**config.mk**
```make
export PLATFORM = sky130hd
export DESIGN_NAME = edac_scrubber
export DESIGN_NICKNAME = d
export VERILOG_FILES = /design/src/rtl/edac_scrubber.sv
export SDC_FILE = /design/constraint.sdc
export NUM_CORES = 1
export LEC_CHECK = 0
export BUFFER_PORTS_ARGS = -buffer_cell sky130_fd_sc_hd__buf_2
export CORE_AREA = 4 4 97 90
export CTS_CLUSTER_DIAMETER = 30
export DETAILED_ROUTE_END_ITERATION = 8
export DIE_AREA = 0 0 101 94
export GPL_TIMING_DRIVEN = 0
export PLACE_DENSITY = 0.93
export SLEW_MARGIN = 40
export SYNTH_ARGS = -nofsm -noshare
export SYNTH_HDL_FRONTEND = slang
export SYNTH_SLANG_ARGS = --single-unit
```
**constraint.sdc**
```tcl
create_clock -name clk -period 4.9 [get_ports clk]
set_input_delay 0.245 -clock clk [delete_from_list [all_inputs] [get_ports clk]]
set_output_delay 0.245 -clock clk [all_outputs]
set_load 0.05 [all_outputs]
```
**src/rtl/edac_scrubber.sv**
```systemverilog
// Background scrub controller: periodically reads one EDAC codeword, writes corrected
// data back, and counts correctable/uncorrectable events. Yields to the user port every cycle.
module edac_scrubber #(
  parameter int DAT_WIDTH    = 16,
  parameter int PAR_WIDTH    = 5,
  parameter int RAM_LOGDEPTH = 8,
  parameter int RD_LAT       = 2,
  parameter int SCRUB_PERIOD = 1024,
  parameter int CNT_WIDTH    = 16
) (
  input  logic                           clk,
  input  logic                           rst,
  input  logic                           enable,
  input  logic                           user_rEn,
  input  logic                           user_wEn,
  input  logic [RAM_LOGDEPTH-1:0]        user_wA,
  output logic                           scrub_rEn,
  output logic [RAM_LOGDEPTH-1:0]        scrub_rA,
  input  logic [DAT_WIDTH+PAR_WIDTH-1:0] dec_re_code,
  input  logic                           dec_errFlag,
  input  logic                           dec_correctable,
  output logic                           scrub_wEn,
  output logic [RAM_LOGDEPTH-1:0]        scrub_wA,
  output logic [DAT_WIDTH+PAR_WIDTH-1:0] scrub_wD,
  output logic [CNT_WIDTH-1:0]           corr_cnt,
  output logic [CNT_WIDTH-1:0]           uncorr_cnt,
  output logic                           uncorr_flag,
  output logic [RAM_LOGDEPTH-1:0]        uncorr_addr,
  output logic                           sweep_done,
  output logic [2:0]                     dbgState
);

  localparam int TW = (SCRUB_PERIOD > 1) ? $clog2(SCRUB_PERIOD) : 1;
  localparam int LW = (RD_LAT > 2) ? $clog2(RD_LAT - 1) : 1;

  typedef enum logic [2:0] {
    IDLE    = 3'd0,
    READ    = 3'd1,
    WAIT    = 3'd2,
    CHECK   = 3'd3,
    WRITE   = 3'd4,
    ADVANCE = 3'd5
  } state_t;

  state_t                  state;
  logic [TW-1:0]           timer;
  logic [LW-1:0]           waitCnt;
  logic [RAM_LOGDEPTH-1:0] addr;
  logic                    hazard;
  logic                    userBusy;
  logic                    userHitsAddr;

  assign userBusy     = user_rEn | user_wEn;
  assign userHitsAddr = user_wEn & (user_wA == addr);

  // Handshake: scrub_rEn / scrub_wEn are one-cycle grants. They rise only in a cycle the
  // user port leaves free, and the arbiter accepts them unconditionally in that cycle.
  assign scrub_rEn = (state == READ) & ~userBusy;
  assign scrub_wEn = (state == WRITE) & ~hazard & ~userBusy & ~userHitsAddr;
  assign scrub_rA  = addr;
  assign scrub_wA  = addr;
  assign dbgState  = state;

  always_ff @(posedge clk or posedge rst) begin
    if (rst) begin
      state       <= IDLE;
      timer       <= '0;
      waitCnt     <= '0;
      addr        <= '0;
      hazard      <= 1'b0;
      scrub_wD    <= '0;
      corr_cnt    <= '0;
      uncorr_cnt  <= '0;
      uncorr_flag <= 1'b0;
      uncorr_addr <= '0;
      sweep_done  <= 1'b0;
    end else begin
      uncorr_flag <= 1'b0;
      sweep_done  <= 1'b0;
      // A user write to the word in flight makes our corrected copy stale.
      if ((state == WAIT || state == CHECK || state == WRITE) && userHitsAddr)
        hazard <= 1'b1;
      case (state)
        IDLE: begin
          if (!enable) begin
            timer <= '0;
          end else if (timer == TW'(SCRUB_PERIOD - 1)) begin
            timer <= '0;
            state <= READ;
          end else begin
            timer <= timer + TW'(1);
          end
        end
        READ: begin
          if (scrub_rEn) begin
            hazard  <= 1'b0;
            waitCnt <= '0;
            state   <= (RD_LAT == 1) ? CHECK : WAIT;
          end
        end
        WAIT: begin
          if (int'(waitCnt) >= RD_LAT - 2) state <= CHECK;
          else waitCnt <= waitCnt + LW'(1);
        end
        CHECK: begin
          if (!dec_errFlag) begin
            state <= ADVANCE;
          end else if (dec_correctable) begin
            scrub_wD <= dec_re_code;
            if (corr_cnt != '1) corr_cnt <= corr_cnt + CNT_WIDTH'(1);
            state <= WRITE;
          end else begin
            if (uncorr_cnt != '1) uncorr_cnt <= uncorr_cnt + CNT_WIDTH'(1);
            uncorr_addr <= addr;
            uncorr_flag <= 1'b1;
            state       <= ADVANCE;
          end
        end
        WRITE: begin
          if (hazard || scrub_wEn) state <= ADVANCE;
        end
        ADVANCE: begin
          addr <= addr + RAM_LOGDEPTH'(1);
          if (addr == '1) sweep_done <= 1'b1;
          state <= IDLE;
        end
        default: state <= IDLE;
      endcase
    end
  end

endmodule
```
* After elaboration in Yosys (flattened, before gate mapping)
Index checks and enable logic that the tools add are counted.
Cells by class: mux-type cells 17, bitwise gates (word level) 10, equality and inequality tests 14, reduce and logical (&&, ||, !) cells 10, add/sub/neg operators 4
Operators with widths (count):
- adder 16 x 1 -> 16 bit, second input constant | 2
- inequality test 16 bit, second input constant | 2
- two-way mux 10 bit | 2
- case mux 3 bit (5 select lines) | 1
- two-way mux 3 bit | 4
- AND reduction 4 bit | 3
- adder 10 x 1 -> 10 bit, second input constant | 1
- equality test 10 bit, second input constant | 1
- two-way mux 1 bit | 10
- adder 8 x 1 -> 8 bit, second input constant | 1
- equality test 8 bit | 1
- equality test 8 bit, second input constant | 1
- equality test 3 x 2 -> 1 bit, second input constant | 2
- equality test 3 bit, second input constant | 2
- inequality test 2 bit, second input constant | 3
- AND reduction 3 bit | 2
- bitwise AND 1 bit | 5
- NOT 1 bit | 4
- equality test 3 x 1 -> 1 bit, second input constant | 1
- zero test 3 bit | 1
- logical OR 1 bit | 3
- inequality test 2 x 1 -> 1 bit, second input constant | 1
- logical AND 1 bit | 1
- bitwise OR 1 bit | 1
Word-level totals: input bits 36, output and inout bits 84, register bits 85, logic and storage cells 65

* Depth between registers and ports, before layout
Gate-level depths: netlist of the first run.
depth in word-level cells 7, gate-level depth with buffers 8, mapped depth without buffers 5

* Least setup slack after synthesis of the first run
Ideal clock, no wire load.
kind reg-to-reg, start point reg state[2], in the netlist dbgState[2], end point reg hazard, cell stages (with the launch flop) 5, clock period less this slack 2.815 ns, library setup time 0.203 ns, data arrival time 2.612 ns, path slack 2.085 ns, required time 4.697 ns, path buffers 1, cell sequence dfrtp_1 > clkbuf_1 > nand2b_1 > nor4_1 > nor2_1
Between the ends: elaborated cells between the ends (all ways) 11, classes of those cells 4 x eq/ne; 3 x mux; 1 x bitwise; 3 x reduce/logical
RTL lines:
- from (decl) | line 45 | state_t state;
- from (signal assigned) | line 98 | state <= (RD_LAT == 1) ? CHECK : WAIT;
- equality test 3 x 1 -> 1 bit
- bitwise AND 1 bit | line 58 | assign scrub_rEn = (state == READ) & ~userBusy;
- via scrub_rEn | line 17 | output logic scrub_rEn,
- two-way mux 1 bit | line 95 | if (scrub_rEn) begin
- two-way mux 1 bit | line 83 | case (state)
- to (signal assigned) | line 70 | hazard <= 1'b0;
- to (signal assigned) | line 82 | hazard <= 1'b1;
- to (signal assigned) | line 96 | hazard <= 1'b0;
- to (decl) | line 49 | logic hazard;
The timed path passes the listed nets, and every way through them passes these cells. A chain may end at the register's enable or synchronous reset.

* Final worst setup path of the first run
start point reg state[2], in the netlist dbgState[2], end point out scrub_rEn
Between the ends: word-level cells in the longest chain between the ends 2
RTL lines (line):
- equality test 3 x 1 -> 1 bit
- bitwise AND 1 bit | 58
- to (decl) | 17
Every way passes these cells.

==> results of run 1 <==
## area by class of cell
type	instances	area share
flip-flops and latches	85	0.4167
plain buffers	20	0.02598
clock inverters	6	0.009069
repair buffers	121	0.1240
inverters	9	0.007598
well taps	99	0.02426
clock buffers	10	0.02500
multi-input cells	261	0.3674
## report_power, final
group	internal (mW)	switching, mW
clock network	0.188	0.264
registers	0.801	0.0879
logic	0.239	0.576
## Yosys cell counts, drive strengths merged
cell	instances
dfrtp	85
nand2	50
xor2	31
mux2	27
nand3	20
nor2	16
buf	15
nor3	13
nand4	12
nor4	11
xnor2	10
inv	9
a31oi	7
o21ai	7
a21oi	6
and4	6
clkbuf	5
ha	4
nand3b	4
a211oi	3
and3	3
nor4b	3
a41oi	2
and2	2
and3b	2
nor2b	2
nor3b	2
o22ai	2
o31ai	2
a211o	1
a21o	1
a22oi	1
a32o	1
and4b	1
and4bb	1
mux2i	1
nand2b	1
nor4bb	1
o211ai	1
o21a	1
o31a	1
or3	1
or3b	1
## sequential cells by signal, indices dropped and copies added, names as in the netlist, 3 cells and up
name and cells:
dbgState 3, corr_cnt 16, timer 10, uncorr_cnt 16, scrub_rA 8, uncorr_addr 8, scrub_wD 21
## path summary, 6_finish.rpt
| check | from | to | depth (start not counted) |
|---|---|---|---|
| worst max-delay path | dbgState[2] | scrub_rEn | 4 |
| worst min-delay path | dec_re_code[10] | scrub_wD[10] | 2 |
| worst max register to register | timer[0] | timer[4] | 7 |
| worst min register to register | uncorr_addr[5] | uncorr_addr[5] | 2 |
| max in group asynchronous | rst | timer[4] | 4 |
| min in group asynchronous | rst | scrub_wD[10] | 3 |
## critical path, stage by stage (launching register included)
cell	delay, ns
dfrtp_1	0.44
clkbuf_1	0.23
nand2b_1	0.21
nor4_1	0.29
buf_2	0.34
## layer usage
metal	track usage	part of all wire	up-vias
li1	-	-	1594
met1	0.2619	0.42	1610
met2	0.3755	0.50	107
met3	0.05791	0.068	12
met4	0.06312	0.011	0
met5	0	0	-
## logic make-up (layout without fill, tap and decap cells)
family	count (synthesis)	count (layout)
adders and majority gates	4	4
AOI/OAI and AO/OA	36	36
DFF	85	85
xor gates and xnor gates	41	41
buffers and inverters	29	166
muxes	28	28
and+or+nand+nor	152	152
## what timing repair did
item / in CTS / in global routing
setup endpoints to repair: 0 / 0
hold buffers: 1 / 0
hold endpoints to repair: 38 / 0
==> impl_metrics.tcl, run 1 <==
set metrics [dict create \
    antenna_found_initial 0 \
    worstMarginPinSlew_ns 0.5560 \
    ys_seq_elements 85 \
    worst_slack_ns 2.783 \
    stdcell_area_mm2 0.005105 \
    dieArea_mm2 0.009494 \
    drv_slew 0 \
    hold_ws_ns 0.1000 \
    final_common_cell "buf_2" \
    clk_path_buf_depth 2 \
    tns_ns 0 \
    root_buffer "clkbuf_8" \
    numCtsBuffers 9 \
    dr.pass1.iters 5 \
    synth_cell_types 57 \
    overflow 0 \
    grt_pass1_vias 3485 \
    n_fill_cell 613 \
    synth_top_area_cell "dfrtp_1" \
    gp_congestion 0.9072 \
    synth_top_family_by_area "simple AND/OR/NAND/NOR gates" \
    vias 3323 \
    nets 547 \
    routedWlPerCell_um 15.95 \
    dpl_worst_slack_ns 2.962 \
    post-cts-setup-buffers 0 \
    yosys.area_share.simple 0.2194 \
    post_route_cells_drive_above_1_share 0.3750 \
    layoutNonFillerInstCount 611 \
    ios 120 \
    final_cell_mix "120 x buf_2, 85 x dfrtp_1, 49 x nand2_1, 31 x xor2_1, 24 x mux2_2" \
    cp_max_fo 10 \
    power.total_mw 2.156 \
    initial_core_util 0.5347 \
    fin_util 0.6548 \
    regArea_mm2 0.002127 \
    wl_mm 9.743 \
    clk_pin_slew_ns 0.09 \
    synthMuxAreaShare 0.07623 \
    min_period_ns 2.117 \
    dp_hpwl_mm 7.283 \
    status "finished clean" \
    synth_area_leaders "dfrtp_1 51%, xor2_1 6.5%, mux2_2 6.5%" \
    synth_compound_area_frac 0.05612 \
    initialDrtViolationCount 119 \
    synthXorXnorAreaFrac 0.08613 \
    hp-class "input port to flop" \
    seq_area_frac_synth 0.5102 \
    p_per_area_mw_per_mm2 422.3 \
    dpl-instance-area_mm2 0.004921 \
    port_buffers 119 \
    yosysWarnings 0 \
    rsz0062_at_grt "no" \
    grt_pass1_wl_mm 16.39 \
    grt_max_degree 48 \
    ant_nets 0 \
    synthAdderAreaFrac 0.01200 \
    grtUsageTotal 0.2158 \
    fp-row-count 31 \
    skew_ns 0.008037 \
    postSynthCellCount 375 \
    syn_avg_cell_area_um2 11.12 \
    cts_tree "yes" \
    crit_path_start_kind "flop" \
    die_h_um 94 \
    leakage_nw 2.811 \
    syn_area_mm2 0.004169 \
    endpoint_kind "primary output" \
    worst-setup-path-type "flop to primary output" \
    cp.arrival_ns 1.87 \
    syn_nets 415 \
    r2r_slack_ns 2.95 \
    finalHoldViolations 0 \
    synth_top_area_frac 0.5102 \
    avgViaCountPerCell 5.439 \
    insertion_delay_ns 0.36 \
    core-area_mm2 0.007796 \
    diodes 0 \
    max_freq_mhz 472.4 \
    cts_htree_levels 3 \
    relSlewSlack 0.6266 \
    max_cap_viol_count 0 \
    multiInputGateArea_mm2 0.001876 \
    dp_cells 594 \
    ir_drop_mv 0.2780 \
    setup_violations 0 \
    min_period_over_period 0.4320 \
    cts_resized 0 \
    drc 0 \
    clock_sinks 85 \
    required_ns 4.66 \
    die_w_um 101 \
    syn2layout_area_growth_pct 22.45 \
]
Note: power is estimated with default switching activity, not from simulation.
==> run 2, diff against run 1 <==
--- a/config.mk
+++ b/config.mk
@@ -6,12 +6,12 @@
 export NUM_CORES = 1
 export LEC_CHECK = 0
 export BUFFER_PORTS_ARGS = -buffer_cell sky130_fd_sc_hd__buf_2
-export CORE_AREA = 4 4 97 90
+export CORE_AREA = 4 4 105 97
 export CTS_CLUSTER_DIAMETER = 30
 export DETAILED_ROUTE_END_ITERATION = 8
-export DIE_AREA = 0 0 101 94
+export DIE_AREA = 0 0 109 101
 export GPL_TIMING_DRIVEN = 0
-export PLACE_DENSITY = 0.93
+export PLACE_DENSITY = 0.85
 export SLEW_MARGIN = 40
 export SYNTH_ARGS = -nofsm -noshare
 export SYNTH_HDL_FRONTEND = slang
==> constraint.sdc (replaced) <==
create_clock -name clk -period 1.8 [get_ports clk]
set_input_delay 0.09 -clock clk [delete_from_list [all_inputs] [get_ports clk]]
set_output_delay 0.09 -clock clk [all_outputs]
set_load 0.05 [all_outputs]
==> run 2 against run 1 <==
  * Flip-flop and latch count stayed put
  * Cell area is 8.9% higher
  * Sequential share of layout area is 2.7 points lower
  * First-iteration DRC count is 1.7% higher
  * Non-clock buffer count is 21 higher
  * Final cell count is 7.2% higher
  * Die area is 16% higher
  * Highest routed layer unchanged
==> impl_metrics.tcl, run 2 (synthesis gave the netlist of run 1 again) <==
set metrics [dict create \
    fp-row-count 33 \
    stdcell_area_mm2 0.005560 \
    crit_path_start_kind "flop" \
    dieArea_mm2 0.01101 \
    gp_congestion 0.8591 \
    largest_reg_flops 21 \
    max_cap_viol_count 0 \
    relSlewSlack 0.6538 \
    post_route_cells_drive_above_1_share 0.4465 \
    diodes 0 \
    numCtsBuffers 9 \
    grtUsageTotal 0.1834 \
    cts_tree "yes" \
    regArea_mm2 0.002165 \
    worstHoldStart "user_rEn" \
    r2r_slack_ns 0.06 \
    setup_violations 0 \
    largest-register "scrub_wD" \
    clock_sinks 85 \
    ant_nets 0 \
    required_ns 2.04 \
    die_h_um 101 \
    min_period_ns 1.738 \
    wl_mm 9.998 \
    holdPathStages 3 \
    nets 568 \
    leakage_nw 2.927 \
    grt_max_degree 26 \
    routedWlPerCell_um 15.26 \
    max_freq_mhz 575.5 \
    layoutNonFillerInstCount 655 \
    ir_drop_mv 1.203 \
    dp_hpwl_mm 7.166 \
    cts_htree_levels 3 \
    initial_core_util 0.4610 \
    n_fill_cell 725 \
    endpoint_kind "flop" \
    overflow 0 \
    cp.arrival_ns 1.97 \
    status "finished clean" \
    root_buffer "clkbuf_8" \
    clk_path_buf_depth 2 \
    whs_endpoint "hazard" \
    grt_pass1_wl_mm 16.12 \
    final_common_cell "buf_2" \
    rsz0062_at_grt "yes" \
    antenna_found_initial 0 \
    hp-class "input port to flop" \
    worst-setup-path-type "flop to flop" \
    grt_pass1_vias 3380 \
    syn2layout_area_growth_pct 33.37 \
    die_w_um 109 \
    initialDrtViolationCount 121 \
    regToRegStartpoint "uncorr_cnt[6]" \
    multiInputGateArea_mm2 0.001937 \
    port_buffers 119 \
    skew_ns 0.009957 \
    avgViaCountPerCell 5.128 \
    insertion_delay_ns 0.34 \
    post-cts-setup-buffers 0 \
    r2r_end "uncorr_cnt[1]" \
    worstMarginPinSlew_ns 0.5155 \
    ios 120 \
    largest_registers "scrub_wD: 21 flops, corr_cnt: 16 flops, uncorr_cnt: 16 flops" \
    cp_max_fo 8 \
    min_period_over_period 0.9654 \
    vias 3359 \
    p_per_area_mw_per_mm2 1136 \
    drc 0 \
    dpl-instance-area_mm2 0.005066 \
    core-area_mm2 0.009042 \
    dr.pass1.iters 4 \
    clk_pin_slew_ns 0.09 \
    r2r.worst_path.cells 4 \
    finalHoldViolations 0 \
    drv_slew 0 \
    dp_cells 619 \
    final_cell_mix "118 x buf_2, 55 x dfrtp_1, 49 x nand2_1, 31 x xor2_1, 30 x dfrtp_2" \
]
run 2: changes by cell type in the layout (fill, tap and decap cells not counted), moves of 4 or more:
cell,previous run,this run
dfrtp_1,85,55
dfrtp_2,0,30
buf_6,1,5
clkbuf_1,6,0
dlygate4sd3_1,1,22
run 2: through the flow:
step	setup TNS, ns	power, mW	hold WS [ns]	worst slack (ns)	utilization
after global routing	-0.04074	6.652	0.08007	-0.03253	0.6149
after CTS	0	6.346	0.06314	0.002161	0.6119
after detailed placement	-0.7101	4.740	0.08382	-0.05008	0.5603
after floorplan	0	4.166	0.2247	0.008631	-
after global placement	-0.1213	4.652	0.3143	-0.05511	0.5528
final	0	6.317	0.07659	0.06230	0.6149
run 2: where the power goes:
| part | switching [mW] | internal, mW | leakage, nW |
|---|---|---|---|
| Combinational | 1.59 | 0.729 | 1.70 |
| Clock | 0.687 | 0.861 | 0.120 |
| Sequential | 0.257 | 2.19 | 1.11 |
run 2: worst max-delay path by stage:
stage,from,to,slack [ns],cells after the start
floorplan,dbgState[0],uncorr_cnt[9],0.009,6
global placement,timer[0],timer[4],-0.06,7
detailed placement,timer[0],timer[4],-0.05,7
CTS,timer[0],timer[4],0.002,7
global route,uncorr_cnt[6],uncorr_cnt[1],-0.03,4
finish,uncorr_cnt[6],uncorr_cnt[1],0.06,4
run 2: critical path, stage by stage, from the launching register on:
cell	delay, ns
dfrtp_2	0.44
nand3_1	0.21
nor4_4	0.56
nor2_2	0.10
mux2_4	0.31
run 2: area by class of cell:
cell class / instances / area share
timing repair buffer: 144 / 0.1604
clock buffer: 11 / 0.02723
clock inverter: 5 / 0.01485
inverter: 9 / 0.006751
multi-input combinational: 261 / 0.3483
tap: 122 / 0.02745
sequential: 85 / 0.3893
buffer: 18 / 0.02565
run 2: repair_timing:
item,CTS,global route
resized for setup,6,13
hold buffers,22,0
setup endpoints to repair,31,35
endpoints found under the hold margin,74,0
run 2: routing by layer:
layer / vias up / GRT usage / wire length (µm)
met2: 111 / 0.3102 / 4805
met5: - / 0 / 0
li1: 1638 / - / -
met3: 11 / 0.04933 / 729
met1: 1599 / 0.2291 / 4347
met4: 0 / 0.05534 / 116
